<file path="src/rtl/taxi_ride_fsm_pkg.sv">
// Shared definitions for the taxi ride controller: ride-state encodings,
// button-event bundle and the silence-timer width.
package taxi_ride_fsm_pkg;

    localparam logic [1:0] ST_IDLE = 2'b00;
    localparam logic [1:0] ST_MOVE = 2'b01;
    localparam logic [1:0] ST_WAIT = 2'b11;

    localparam int SIL_W = 8;

    typedef struct packed {
        logic stop;
        logic pause;
        logic start;
    } btn_ev_t;

    function automatic logic [SIL_W-1:0] sil_inc(input logic [SIL_W-1:0] v);
        return (v == '1) ? v : v + SIL_W'(1);
    endfunction

endpackage

</file>
<file path="src/rtl/taxi_ride_fsm_btn_edge.sv">
// Single-bit rising-edge detector; the previous-level register clears on reset,
// so a level held through reset reports an edge right after release.
module btn_edge (
    input  logic clk,
    input  logic rst_n,
    input  logic level,
    output logic rise
);

    logic prev_reg;

    always_ff @(posedge clk or negedge rst_n) begin
        if (!rst_n) begin
            prev_reg <= 1'b0;
        end else begin
            prev_reg <= level;
        end
    end

    assign rise = level & ~prev_reg;

endmodule

</file>
<file path="src/rtl/taxi_ride_fsm.sv">
// Ride-control FSM (IDLE/MOVE/WAIT) with saturating ride statistics.
// Optional automatic WAIT on wheel silence is enabled by defining TAXI_AUTO_WAIT_EN.
module taxi_ride_fsm
    import taxi_ride_fsm_pkg::*;
#(
    parameter int CNT_W   = 16,
    parameter int TIMEOUT = 5
) (
    input  logic             clk,
    input  logic             rst_n,
    input  logic             tick_1hz,
    input  logic             btn_start,
    input  logic             btn_pause,
    input  logic             btn_stop,
    input  logic             wheel_pulse,
    output logic [1:0]       state,
    output logic [CNT_W-1:0] move_sec,
    output logic [CNT_W-1:0] wait_sec,
    output logic [CNT_W-1:0] dist_units,
    output logic             ride_done
);

    localparam logic [CNT_W-1:0] CNT_ONE = CNT_W'(1);

    function automatic logic [CNT_W-1:0] cnt_inc(input logic [CNT_W-1:0] v);
        return (v == '1) ? v : v + CNT_ONE;
    endfunction

    logic [2:0] btn_level;
    logic [2:0] btn_rise;
    btn_ev_t    ev;

    assign btn_level = {btn_stop, btn_pause, btn_start};
    assign ev        = btn_ev_t'(btn_rise);

    genvar gi;
    generate
        for (gi = 0; gi < 3; gi++) begin : g_edge
            btn_edge u_edge (
                .clk   (clk),
                .rst_n (rst_n),
                .level (btn_level[gi]),
                .rise  (btn_rise[gi])
            );
        end
    endgenerate

    logic [1:0]       state_reg, state_next;
    logic [CNT_W-1:0] move_reg, move_next;
    logic [CNT_W-1:0] wait_reg, wait_next;
    logic [CNT_W-1:0] dist_reg, dist_next;
    logic             done_reg, done_next;

`ifdef TAXI_AUTO_WAIT_EN
    localparam logic [SIL_W-1:0] TIMEOUT_V = SIL_W'(TIMEOUT);

    logic [SIL_W-1:0] sil_reg, sil_next;
`endif

    always_comb begin
        state_next = state_reg;
        move_next  = move_reg;
        wait_next  = wait_reg;
        dist_next  = dist_reg;
        done_next  = 1'b0;
`ifdef TAXI_AUTO_WAIT_EN
        sil_next   = sil_reg;
`endif
        case (state_reg)
            ST_IDLE: begin
                if (ev.start) begin
                    state_next = ST_MOVE;
                    move_next  = '0;
                    wait_next  = '0;
                    dist_next  = '0;
`ifdef TAXI_AUTO_WAIT_EN
                    sil_next   = '0;
`endif
                end
            end
            ST_MOVE: begin
                if (tick_1hz)    move_next = cnt_inc(move_reg);
                if (wheel_pulse) dist_next = cnt_inc(dist_reg);
`ifdef TAXI_AUTO_WAIT_EN
                // A wheel pulse beats a coincident tick: timer clears, no timeout.
                if (wheel_pulse)   sil_next = '0;
                else if (tick_1hz) sil_next = sil_inc(sil_reg);
`endif
                if (ev.stop) begin
                    state_next = ST_IDLE;
                    done_next  = 1'b1;
                end else if (ev.pause) begin
                    state_next = ST_WAIT;
                end
`ifdef TAXI_AUTO_WAIT_EN
                else if (!wheel_pulse && tick_1hz && sil_inc(sil_reg) >= TIMEOUT_V) begin
                    state_next = ST_WAIT;
                end
`endif
            end
            ST_WAIT: begin
                if (tick_1hz) wait_next = cnt_inc(wait_reg);
                if (ev.stop) begin
                    state_next = ST_IDLE;
                    done_next  = 1'b1;
                end else if (ev.start || ev.pause) begin
                    state_next = ST_MOVE;
`ifdef TAXI_AUTO_WAIT_EN
                    sil_next   = '0;
`endif
                end
`ifdef TAXI_AUTO_WAIT_EN
                else if (wheel_pulse) begin
                    state_next = ST_MOVE;
                    dist_next  = cnt_inc(dist_reg);
                    sil_next   = '0;
                end
`endif
            end
            default: begin
                state_next = ST_IDLE;
            end
        endcase
    end

    always_ff @(posedge clk or negedge rst_n) begin
        if (!rst_n) begin
            state_reg <= ST_IDLE;
            move_reg  <= '0;
            wait_reg  <= '0;
            dist_reg  <= '0;
            done_reg  <= 1'b0;
        end else begin
            state_reg <= state_next;
            move_reg  <= move_next;
            wait_reg  <= wait_next;
            dist_reg  <= dist_next;
            done_reg  <= done_next;
        end
    end

`ifdef TAXI_AUTO_WAIT_EN
    always_ff @(posedge clk or negedge rst_n) begin
        if (!rst_n) begin
            sil_reg <= '0;
        end else begin
            sil_reg <= sil_next;
        end
    end
`endif

    assign state      = state_reg;
    assign move_sec   = move_reg;
    assign wait_sec   = wait_reg;
    assign dist_units = dist_reg;
    assign ride_done  = done_reg;

endmodule

</file>
<file path="config.mk">
export PLATFORM = sky130hd
export DESIGN_NAME = taxi_ride_fsm
export DESIGN_NICKNAME = d
export VERILOG_FILES = /design/src/rtl/taxi_ride_fsm_pkg.sv /design/src/rtl/taxi_ride_fsm_btn_edge.sv /design/src/rtl/taxi_ride_fsm.sv
export SDC_FILE = /design/constraint.sdc
export NUM_CORES = 1
export LEC_CHECK = 0
export CAP_MARGIN = 20
export CELL_PAD_IN_SITES_DETAIL_PLACEMENT = 0
export CELL_PAD_IN_SITES_GLOBAL_PLACEMENT = 1
export CORE_AREA = 2 2 97 99
export DETAILED_ROUTE_END_ITERATION = 12
export DIE_AREA = 0 0 99 101
export PLACE_DENSITY = 0.75
export SLEW_MARGIN = 20
export SYNTH_ARGS = -nofsm -noshare
export SYNTH_HDL_FRONTEND = slang
export SYNTH_SLANG_ARGS = --single-unit
</file>
<file path="constraint.sdc">
create_clock -name clk -period 1.75 [get_ports clk]
set_input_delay 0.525 -clock clk [delete_from_list [all_inputs] [get_ports clk]]
set_output_delay 0.525 -clock clk [all_outputs]
set_load 0.01 [all_outputs]
</file>
==> out/summary.txt <==
most common cell after layout, fill and taps aside -> buf_4
synth-to-layout area growth -> 62.9%
cell depth of the worst flop-to-flop path -> 8
largest family of logic cells by synthesized area -> compound AO/OA/AOI/OAI gates
HP Class -> in2async
biggest area consumer among synthesized cells -> dfrtp_1
largest net degree at the start of global routing -> 55
initial DRC count -> 151
chip width -> 99 µm
Die Span Y -> 101 µm
nets@finish -> 496
CP max FO -> 3
drt first pass iters -> 5
CTS tree -> built
Vias -> 3,410
Post-DP HPWL -> 6440 µm
worst setup margin -> -0.0367 ns
clock sink count -> 54
synthesized area -> 0.00316 mm²
vias in the first global route -> 3,265
multiplexer share of the synthesized area -> 0.0131
most frequent cells in the layout -> buf_4 (92), dfrtp_1 (37), dlygate4sd2_1 (35), nand2_1 (28)
R2R Setup Slk -> -0.04 ns
overall power -> 0.00344 W
final hold vios -> 0
setup repair after global routing missed its margin -> yes
Synth Instances -> 337
post-synthesis xor/xnor area fraction -> 0
status -> complete, but fails checks
Final Skew -> 0.0142 ns
initial core utilization -> 0.352
Max-slew headroom -> 0.712
Worst EP required -> 1.93 ns
Simple-Gate Fraction of Synth Area -> 0.235
Avg Inst Size Synth -> 9.38 µm²
Leakage -> 2.59 nW
first-pass GRT wire length -> 15,900 µm
RR Startpoint -> state[0]
GP Congestion -> 0.841
routed len/inst -> 16.7 µm
critical path launch point type -> flop
n_diodes -> 0
initial antenna violation count -> 0
pwr dens -> 667 mW/mm²
RR Endpoint -> wait_sec[4]
antenna-violating nets left -> 0
Post-Syn Nets -> 347
H-Tree Depth -> 2
Max Fclk -> 560 MHz
arrival time worst endpoint -> 1.97 ns
top_reg_cell synth -> dfrtp_1
Max Slew Vio Count -> 0
core footprint -> 0.00898 mm²
Post-synth EDFFs -> 0
worst-margin pin slew -> 0.427 ns
row count -> 35
clock latency on the worst-skew pair -> 0.31 ns
CTS Hold Buffers Added -> 0
Max-cap violations -> 0
Post-synth ARST share -> 1.00
gr usage total -> 0.195
violated checks -> setup timing
FF+latch count, synth -> 54
hold_ws -> 0.177 ns
Num CTS Buffers -> 5
IO Port Bufs -> 57
period utilization -> 1.02
Synth cell types -> 57
share of layout cells above drive strength 1 -> 0.376
Peak supply drop -> 345 µV
area share of fa/ha/maj cells after synthesis -> 0.0119
Critical Path Sink -> wait_sec[4]
CP Capture Type -> flop
post-synthesis sequential area ratio -> 0.428
Setup TNS -> -0.155 ns
gr ovfl total -> 0
Yosys warning count -> 0
full die area -> 0.0100 mm²
post-synthesis compound-gate area fraction -> 0.258
top-area cell type share of the netlist area -> 0.428
DR DRC count -> 0
# setup viols final -> 12
final WL -> 9980 µm
largest cells by area after synthesis -> dfrtp_1 (43%), o31ai_1 (4.5%), nand2_1 (3.3%)
vias per cell -> 5.70
CTS Buffer Depth -> 2
worst setup path startpoint -> state[0]
Reg clk slew, reported paths -> 0.10 ns
Ports -> 58
kind of critical path -> reg2reg
clock root cell -> clkbuf_8
min cycle time layout -> 1.79 ns
[routing by layer]
metal | routed length (µm) | global-route usage | vias to the layer above
met5 | 0 | 0 | -
li1 | - | - | 1605
met2 | 4850 | 0.325 | 102
met4 | 155 | 0.0506 | 0
met3 | 444 | 0.0305 | 15
met1 | 4530 | 0.265 | 1688
[cells in the mapped netlist (9+ instances only)]
library cell	count
nand2_1	28
dfrtp_1	54
inv_1	14
a21oi_1	14
and3_1	9
nand4_1	9
nor2_1	14
nand3_1	17
a31oi_1	13
o31ai_1	19
and4_1	9
o21ai_0	15
[through the flow]
step	setup slack, ns	instances	area [µm²]	util
floorplan	-0.0715	337	3170	-
global placement	-0.550	551	4280	0.477
detailed placement	-0.566	551	4280	0.477
CTS	0.000590	595	4650	0.518
global route	-0.152	598	5150	0.574
finish	-0.0367	598	5150	0.574
[power by group]
group	total, W	internal (W)	switching (W)
logic	0.00128	0.000598	0.000681
registers	0.00141	0.00134	0.0000668
clock network	0.000748	0.000321	0.000427
[worst max-delay path, cell delays in order (launching register included)]
cell and delay, ns:
dfrtp_1 0.40, buf_6 0.12, buf_6 0.11, nor4b_4 0.35, buf_4 0.19, buf_6 0.09, nor4b_2 0.04, a221oi_2 0.26
o41ai_2 0.11
[worst min-delay path by stage]
stage	endpoint	from	slack [ns]
2_1_floorplan	dist_units[0]	rst_n	0.23
3_3_place_gp	ride_done	g_edge[2].u_edge.prev_reg	0.41
3_5_place_dp	ride_done	g_edge[2].u_edge.prev_reg	0.42
4_1_cts	dist_units[14]	rst_n	0.21
5_1_grt	dist_units[11]	rst_n	0.22
6_report	move_sec[6]	rst_n	0.18
[area by class of cell]
| type | instances | area [µm²] |
|---|---|---|
| clock buffers | 7 | 86.3 |
| clock inverters | 1 | 5.00 |
| fillers | 784 | 3830 |
| inverters | 14 | 52.6 |
| multi-input cells | 248 | 2040 |
| flip-flops and latches | 54 | 1370 |
| well taps | 111 | 139 |
| repair buffers | 163 | 1450 |
[what timing repair did]
| item | in CTS | in global routing |
|---|---|---|
| pin swaps | 3 | 36 |
| setup endpoints to repair | 92 | 60 |
| buffers inserted | 36 | 3 |
| resized for setup | 58 | 94 |
[cell families (layout without fill, tap and decap cells)]
group | Yosys count | after routing
simple gates | 128 | 128
compound gates | 113 | 113
flops | 54 | 54
buf+inv | 35 | 185
mux | 4 | 4
fa+ha+maj | 3 | 3
No activity file was read; power rests on OpenSTA's default activity.
